**config.mk**
```make
export PLATFORM = sky130hd
export DESIGN_NAME = dac904_clk_monitor
export DESIGN_NICKNAME = d
export VERILOG_FILES = /design/src/rtl/dac904_clk_monitor.sv
export SDC_FILE = /design/constraint.sdc
export NUM_CORES = 1
export LEC_CHECK = 0
export BUFFER_PORTS_ARGS = -buffer_cell sky130_fd_sc_hd__buf_4
export CORE_MARGIN = 4
export CORE_UTILIZATION = 40
export DETAILED_ROUTE_END_ITERATION = 10
export SYNTH_ARGS = -nofsm -noshare
export SYNTH_HDL_FRONTEND = slang
export SYNTH_SLANG_ARGS = --single-unit
export TNS_END_PERCENT = 30
```
**constraint.sdc**
```tcl
create_clock -name clkDAC_200m -period 16.1 [get_ports clkDAC_200m]
set_input_delay 2.415 -clock clkDAC_200m [delete_from_list [all_inputs] [get_ports clkDAC_200m]]
set_output_delay 2.415 -clock clkDAC_200m [all_outputs]
set_load 0.02 [all_outputs]
```
**src/rtl/dac904_clk_monitor.sv**
```systemverilog
// dac904_clk_monitor: times the divided DAC904 clock in clkDAC_200m cycles.
// Reports lock, mismatched half-periods and a stalled clock against cnt_expected.
module dac904_clk_monitor #(
  parameter int N      = 40,
  parameter int TOL    = 0,
  parameter int LOCK_N = 4
) (
  input  logic         clkDAC_200m,
  input  logic         rst,
  input  logic         clk_mon,
  input  logic [N-1:0] cnt_expected,
  output logic [N+2:0] meas_half,
  output logic         meas_level,
  output logic         meas_valid,
  output logic         locked,
  output logic         stall,
  output logic [15:0]  err_cnt
);

  typedef enum logic [1:0] {ACQ, TRACK, STALL} state_t;

  localparam logic [N+2:0] RUN_ONE = (N+3)'(1);
  localparam logic [N+2:0] RUN_MAX = '1;
  localparam logic [N+2:0] TOL_W   = (N+3)'(TOL);
  localparam logic [3:0]   LOCK_W  = 4'(LOCK_N);

  state_t       r_state;
  logic         r_s1, r_s2, r_s3;
  logic [N-1:0] r_cnt;
  logic [N+2:0] r_runCnt;
  logic [3:0]   r_lockCnt;

  logic         w_edge;
  logic         w_paramChg;
  logic         w_inTol;
  logic [N+2:0] w_exp;
  logic [N+2:0] w_stallThr;
  logic [N+2:0] w_diff;

  assign w_edge     = r_s2 ^ r_s3;
  assign w_paramChg = (cnt_expected != r_cnt);
  assign w_exp      = {3'b000, r_cnt} + RUN_ONE;
  assign w_stallThr = w_exp << 2;
  assign w_diff     = (r_runCnt > w_exp) ? (r_runCnt - w_exp) : (w_exp - r_runCnt);
  assign w_inTol    = (w_diff <= TOL_W);

  always_ff @(posedge clkDAC_200m) begin
    if (!rst) begin
      r_state    <= ACQ;
      r_s1       <= 1'b0;
      r_s2       <= 1'b0;
      r_s3       <= 1'b0;
      r_cnt      <= cnt_expected;
      r_runCnt   <= '0;
      r_lockCnt  <= '0;
      meas_half  <= '0;
      meas_level <= 1'b0;
      meas_valid <= 1'b0;
      locked     <= 1'b0;
      stall      <= 1'b0;
      err_cnt    <= '0;
    end else begin
      r_s1       <= clk_mon;
      r_s2       <= r_s1;
      r_s3       <= r_s2;
      r_cnt      <= cnt_expected;
      meas_valid <= 1'b0;

      // A new divider value discards any edge in the same cycle and restarts acquisition.
      if (w_paramChg) begin
        r_state   <= ACQ;
        r_runCnt  <= '0;
        r_lockCnt <= '0;
        locked    <= 1'b0;
      end else begin
        if (w_edge)
          r_runCnt <= RUN_ONE;
        else if (r_runCnt != RUN_MAX)
          r_runCnt <= r_runCnt + RUN_ONE;

        case (r_state)
          ACQ: begin
            if (w_edge) begin
              r_state <= TRACK;
              stall   <= 1'b0;
            end
          end
          TRACK: begin
            if (w_edge) begin
              meas_half  <= r_runCnt;
              meas_level <= r_s3;
              meas_valid <= 1'b1;
              if (w_inTol) begin
                if (r_lockCnt < LOCK_W)
                  r_lockCnt <= r_lockCnt + 4'd1;
                if (r_lockCnt >= LOCK_W - 4'd1)
                  locked <= 1'b1;
              end else begin
                if (err_cnt != 16'hFFFF)
                  err_cnt <= err_cnt + 16'd1;
                r_lockCnt <= '0;
                locked    <= 1'b0;
              end
            end else if (r_runCnt == w_stallThr) begin
              r_state   <= STALL;
              stall     <= 1'b1;
              locked    <= 1'b0;
              r_lockCnt <= '0;
              if (err_cnt != 16'hFFFF)
                err_cnt <= err_cnt + 16'd1;
            end
          end
          STALL: begin
            // The first edge after a stall only restarts timing.
            if (w_edge) begin
              stall   <= 1'b0;
              r_state <= TRACK;
            end
          end
          default: r_state <= ACQ;
        endcase
      end
    end
  end

endmodule

```
* After elaboration in Yosys (flattened, before gate mapping)
Cells that the tools add are included.
** Storage, ports and cells
- Output and inout port bits :: 63
- Logic and storage cells :: 78
- Register bits :: 155
- Input bits :: 43
** Cells by class
- Reduce and logical (&&, ||, !) cells :: 14
- Eq/ne operators :: 12
- Add/subtract/negate cells :: 6
- Magnitude comparators :: 4
- Bitwise gates (word level) :: 4
- Muxes and demuxes :: 24
** Operators by type and width (number)
- $mux 16 :: 4
- $add 43x1->43 const B :: 1
- $eq 43x43->1 :: 1
- $gt 43x41->1 :: 1
- $le 43x1->1 const B :: 1
- $mux 43 :: 1
- $ne 43x43->1 const B :: 1
- $sub 41x43->43 :: 1
- $sub 43x41->43 :: 1
- $add 40x1->41 const B :: 1
- $ne 40x40->1 :: 1
- $add 16x1->16 const B :: 1
- $mux 4 :: 4
- $ne 16x16->1 const B :: 1
- $reduce_and 3->1 :: 4
- $mux 1 :: 10
- $mux 2 :: 3
- $ne 2x2->1 const B :: 3
- $ne 3x2->1 const B :: 2
- $reduce_bool 2->1 :: 3
- $reduce_or 3->1 :: 2
- $reduce_and 5->1 :: 1
- $add 4x1->4 const B :: 1
- $ge 4x2->1 const B :: 1
- other kinds (11) :: 14

* Longest topological paths before layout
- Word-level depth :: 6
- Mapped depth :: 24
- Mapped depth without buffers :: 20

* Least setup slack after synthesis
OpenSTA, ideal clock, no wires.
- Kind :: register -> register
- Start :: reg r_cnt[0]
- End :: reg err_cnt[1]
- Arrival :: 5.147 ns
- Data required time :: 15.972 ns
- Setup slack :: 10.826 ns
- Path buffers :: 4
- Stages on the path, launching flop included :: 25
- Library setup time :: 0.128 ns
- Period minus slack after synthesis :: 5.274 ns
- Cells stage by stage :: dfxtp_1 > ha_1 > and3_1 > nand3_1 > or3_1 > nor2_1 > xnor2_1 > inv_1 > ha_1 > buf_2 > nand2_1 > nor2_1 > a21oi_1 > o21a_1 > o31ai_1 > o21ai_1 > clkbuf_1 > or4bb_1 > a22oi_1 > nand4_1 > o31ai_4 > buf_6 > buf_6 > mux2i_1 > nor2_1
** On the way
- Cells in the longest elaborated chain, start to end :: 6
- Elaborated cells on any way between the ends :: 12
- Those cells by class :: 3 x add/sub; 2 x order compare; 3 x eq/ne; 1 x mux; 1 x bitwise; 2 x reduce/logical
** Ends and longest elaborated chain
- start, declared :: RTL line 29 : logic [N-1:0] r_cnt;
- start signal, assigned :: RTL line 53 : r_cnt <= cnt_expected;
- start signal, assigned :: RTL line 66 : r_cnt <= cnt_expected;
- $add 40x1->41 :: RTL line 42 : assign w_exp = {3'b000, r_cnt} + RUN_ONE;
- $sub 41x43->43, or another cell as far along :: RTL line 44 : assign w_diff = (r_runCnt > w_exp) ? (r_runCnt - w_exp) : (w_exp - r_runCnt);
- $mux 43 :: RTL line 44
- $le 43x1->1 :: RTL line 45 : assign w_inTol = (w_diff <= TOL_W);
- $ne 2x2->1 (no line)
- $reduce_and 4->1 (no line) *
- end signal, assigned :: RTL line 100 : err_cnt <= err_cnt + 16'd1;
- end signal, assigned :: RTL line 110 : err_cnt <= err_cnt + 16'd1;
- end, declared :: RTL line 17 : output logic [15:0] err_cnt
Every way passes the cells marked *; elsewhere a longest branch is shown, timed or not.
A chain may end at the register's enable or synchronous reset.

* Worst setup path in the final report
- Start :: reg r_cnt[0]
- End :: reg err_cnt[3]
Same word-level chain as after synthesis.

==> metrics.md <==
| Metric | Value |
|---|---|
| Vias in the first global route | `13.1k` |
| Worst-path maximum fanout | `24` |
| Final min period | `6900 ps` |
| Number of diodes | `0` |
| CTS sink cnt | `155` |
| R2R Path Start | `r_cnt[0]` |
| Area of the multi-input gates | `9520 um^2` |
| Nature of the critical path endpoint | `register` |
| Routed wire per std cell | `21.6 um` |
| Period utilisation layout | `0.429` |
| Max Cap Viol | `0` |
| Die Area | `36700 um^2` |
| Nets | `1995` |
| Worst reg-to-reg path cell count | `20` |
| Final hold slack | `436 ps` |
| DIE HEIGHT | `192 um` |
| Root Driver | `clkbuf_16` |
| Number of flops mapped to enable cells by yosys | `0` |
| VDD IR max | `87.5 uV` |
| Antenna viol nets, final | `0` |
| Fillers | `3507` |
| Setup Skew | `10.4 ps` |
| Actual slew at the worst max-slew pin | `1070 ps` |
| Netlist cell types | `87` |
| CTS clk-pin slew, worst paths | `70 ps` |
| FF+latch count, synth | `155` |
| Fmax | `0.145 GHz` |
| Total negative slack | `0 ps` |
| DP HPWL | `41200 um` |
| Via count | `14.0k` |
| Ys Warns | `0` |
| DRT Wirelength | `50200 um` |
| CTS Hold Bufs | `0` |
| CP Class | `reg2reg` |
| Syn_nets | `1966` |
| PostCTS Resize Cnt | `0` |
| Worst EP required | `16480 ps` |
| Post-CTS Setup Bufs | `0` |
| Core footprint | `33400 um^2` |
| Area growth, synth to finish | `11.6%` |
| Max-slew violations | `0` |
| CP Launch Type | `register` |
| Fin. Hold Viols | `0` |
| Clock latency on the worst-skew pair | `440 ps` |
| Port bufs | `105` |
| Via density | `6.00` |
| Worst slew margin | `0.286` |
| Setup slack, reg-to-reg | `9200 ps` |
| Drt drc | `0` |
| RSZ-0062 raised after global routing | `false` |
| Initial antenna violation count | `0` |
| TritonCTS Buffers | `17` |
| Die width | `192 um` |
| Row cnt | `67` |
| Async set-reset flop share out of synthesis | `0` |
| CTS tree | `done` |
| Mapped Area | `13500 um^2` |
| Top FF cell, synth | `dfxtp_1` |
| Most common cell after layout, fill and taps aside | `nand2_1` |
| GR Overflow Total | `0` |
| Pin count of the biggest net entering global routing | `45` |
| Worst setup path start | `r_cnt[0]` |
| 1st-iter DRT viols | `1275` |
| Layout cells sized above 1 | `0.0879` |
| Setup violations, final | `0` |
| Starting Density | `0.403` |
| Commonest non-fill, non-tap cells in the layout | `205 x nand2_1, 187 x a21oi_1, 155 x dfxtp_1, 146 x xnor2_1, 118 x nor2_1` |
| PwrDens | `64.2 nW/um^2` |
| RR Endpoint | `err_cnt[3]` |
| Sequential element share of the synthesized area | `0.230` |
| First-pass GRT wire length | `76300 um` |
| Routability Congestion | `1.02` |
| I/O pin count | `106` |
| Sequential cell area | `3100 um^2` |
| Status | `completed` |
| DR pass1 iterations | `6` |
| Worst Setup EP | `err_cnt[3]` |
| H-tree lvl count | `4` |
| Post-synthesis instance total | `1836` |
| Pleak | `0.00557 uW` |
| Global-route usage over all layers | `0.267` |
| Clock buffer depth | `2` |
| Avg Inst Size Synth | `7.35 um^2` |
| Worst Hold Class | `reg2reg` |
| CP Data Arrival Time | `7280 ps` |
state kept, by name, indices dropped and copies added (netlist names), 2 cells and up:
| name | cells |
|---|---|
| err_cnt | 16 |
| meas_half | 43 |
| r_cnt | 40 |
| r_lockCnt | 4 |
| r_runCnt | 43 |
| r_state | 2 |
kinds of logic (layout without fill, tap and decap cells):
| family | Yosys count | count (layout) | share of synthesized area |
|---|---|---|---|
| AOI/OAI and AO/OA | 472 | 472 | 0.217 |
| xor gates and xnor gates | 205 | 205 | 0.140 |
| adders and majority gates | 87 | 87 | 0.0807 |
| buffers and inverters | 217 | 259 | 0.0649 |
| DFF | 155 | 155 | 0.230 |
| muxes | 10 | 10 | 0.00751 |
| and+or+nand+nor | 690 | 690 | 0.260 |
through the flow:
stage / cell area, um^2 / cells / worst slack, ps / total power [uW] / utilization
4_1_cts: 15100 / 2326 / 9240 / 968 / 0.450
2_1_floorplan: 13500 / 1836 / 10830 / 511 / -
3_3_place_gp: 14500 / 2294 / 9370 / 560 / 0.432
3_5_place_dp: 14500 / 2294 / 9280 / 560 / 0.432
6_report: 15100 / 2326 / 9200 / 966 / 0.450
5_1_grt: 15100 / 2326 / 8660 / 1000 / 0.450
critical path, cell delays in order, from the launching register on:
cell and delay, ps:
dfxtp_1 570, ha_1 280, and3_1 290, nand3_1 310, or3_1 490, nor2_1 150
xnor2_1 250, inv_1 90, ha_1 470, nand2_1 220, nor2_1 330, a21oi_1 180
o21a_1 220, o31ai_1 280, o21ai_1 350, or4bb_1 640, a22oi_1 210, nand4_1 210
o31ai_4 890, o21ai_0 210, a21oi_1 160
power by group:
| part | total [uW] | switching [uW] | internal, uW | leakage (uW) |
|---|---|---|---|---|
| combinational | 155 | 97.1 | 57.7 | 0.00402 |
| sequential | 401 | 11.8 | 389 | 0.00126 |
| clock | 411 | 178 | 233 | 0.000285 |
| total | 966 | 287 | 680 | 0.00557 |
metal layers:
layer	part of all wire	track usage	wire length [um]	up-vias
met3	0.061	0.0322	3070	95
li1	-	-	-	6612
met5	0	0	0	-
met4	0.038	0.105	1920	0
met2	0.43	0.404	21500	549
met1	0.47	0.385	23600	6697
Yosys cell counts, types with 18 or more instances:
master / number / share of area
nor2_1: 119 / 0.033
and3_1: 23 / 0.011
nand4_1: 63 / 0.029
nor4_1: 29 / 0.013
buf_2: 30 / 0.011
xor2_1: 52 / 0.034
nor3_1: 55 / 0.020
dfxtp_1: 155 / 0.23
or3_1: 28 / 0.013
and4_1: 18 / 0.012
o21ai_0: 88 / 0.033
nand3_1: 81 / 0.030
a21o_1: 20 / 0.011
clkbuf_1: 64 / 0.018
o21a_1: 18 / 0.010
inv_1: 112 / 0.031
nand2_1: 205 / 0.057
ha_1: 87 / 0.081
a21oi_1: 187 / 0.069
xnor2_1: 146 / 0.095
worst min-delay path by stage:
stage | start | endpoint | slack [ps] | depth (start not counted)
5_1_grt | meas_half[25] | meas_half[25] | 470 | 2
3_5_place_dp | r_s1 | r_s2 | 420 | 1
3_3_place_gp | r_s1 | r_s2 | 420 | 1
2_1_floorplan | r_s1 | r_s2 | 410 | 1
6_report | r_s1 | r_s2 | 440 | 1
4_1_cts | r_s1 | r_s2 | 430 | 1
layout make-up:
cell class	count	share of cell area
multi-input cells	1464	0.633
flip-flops and latches	155	0.206
repair buffers	112	0.0558
well taps	448	0.0372
clock buffers	19	0.0288
inverters	115	0.0287
clock inverters	13	0.0108
Note: power is estimated with default switching activity, not from simulation.
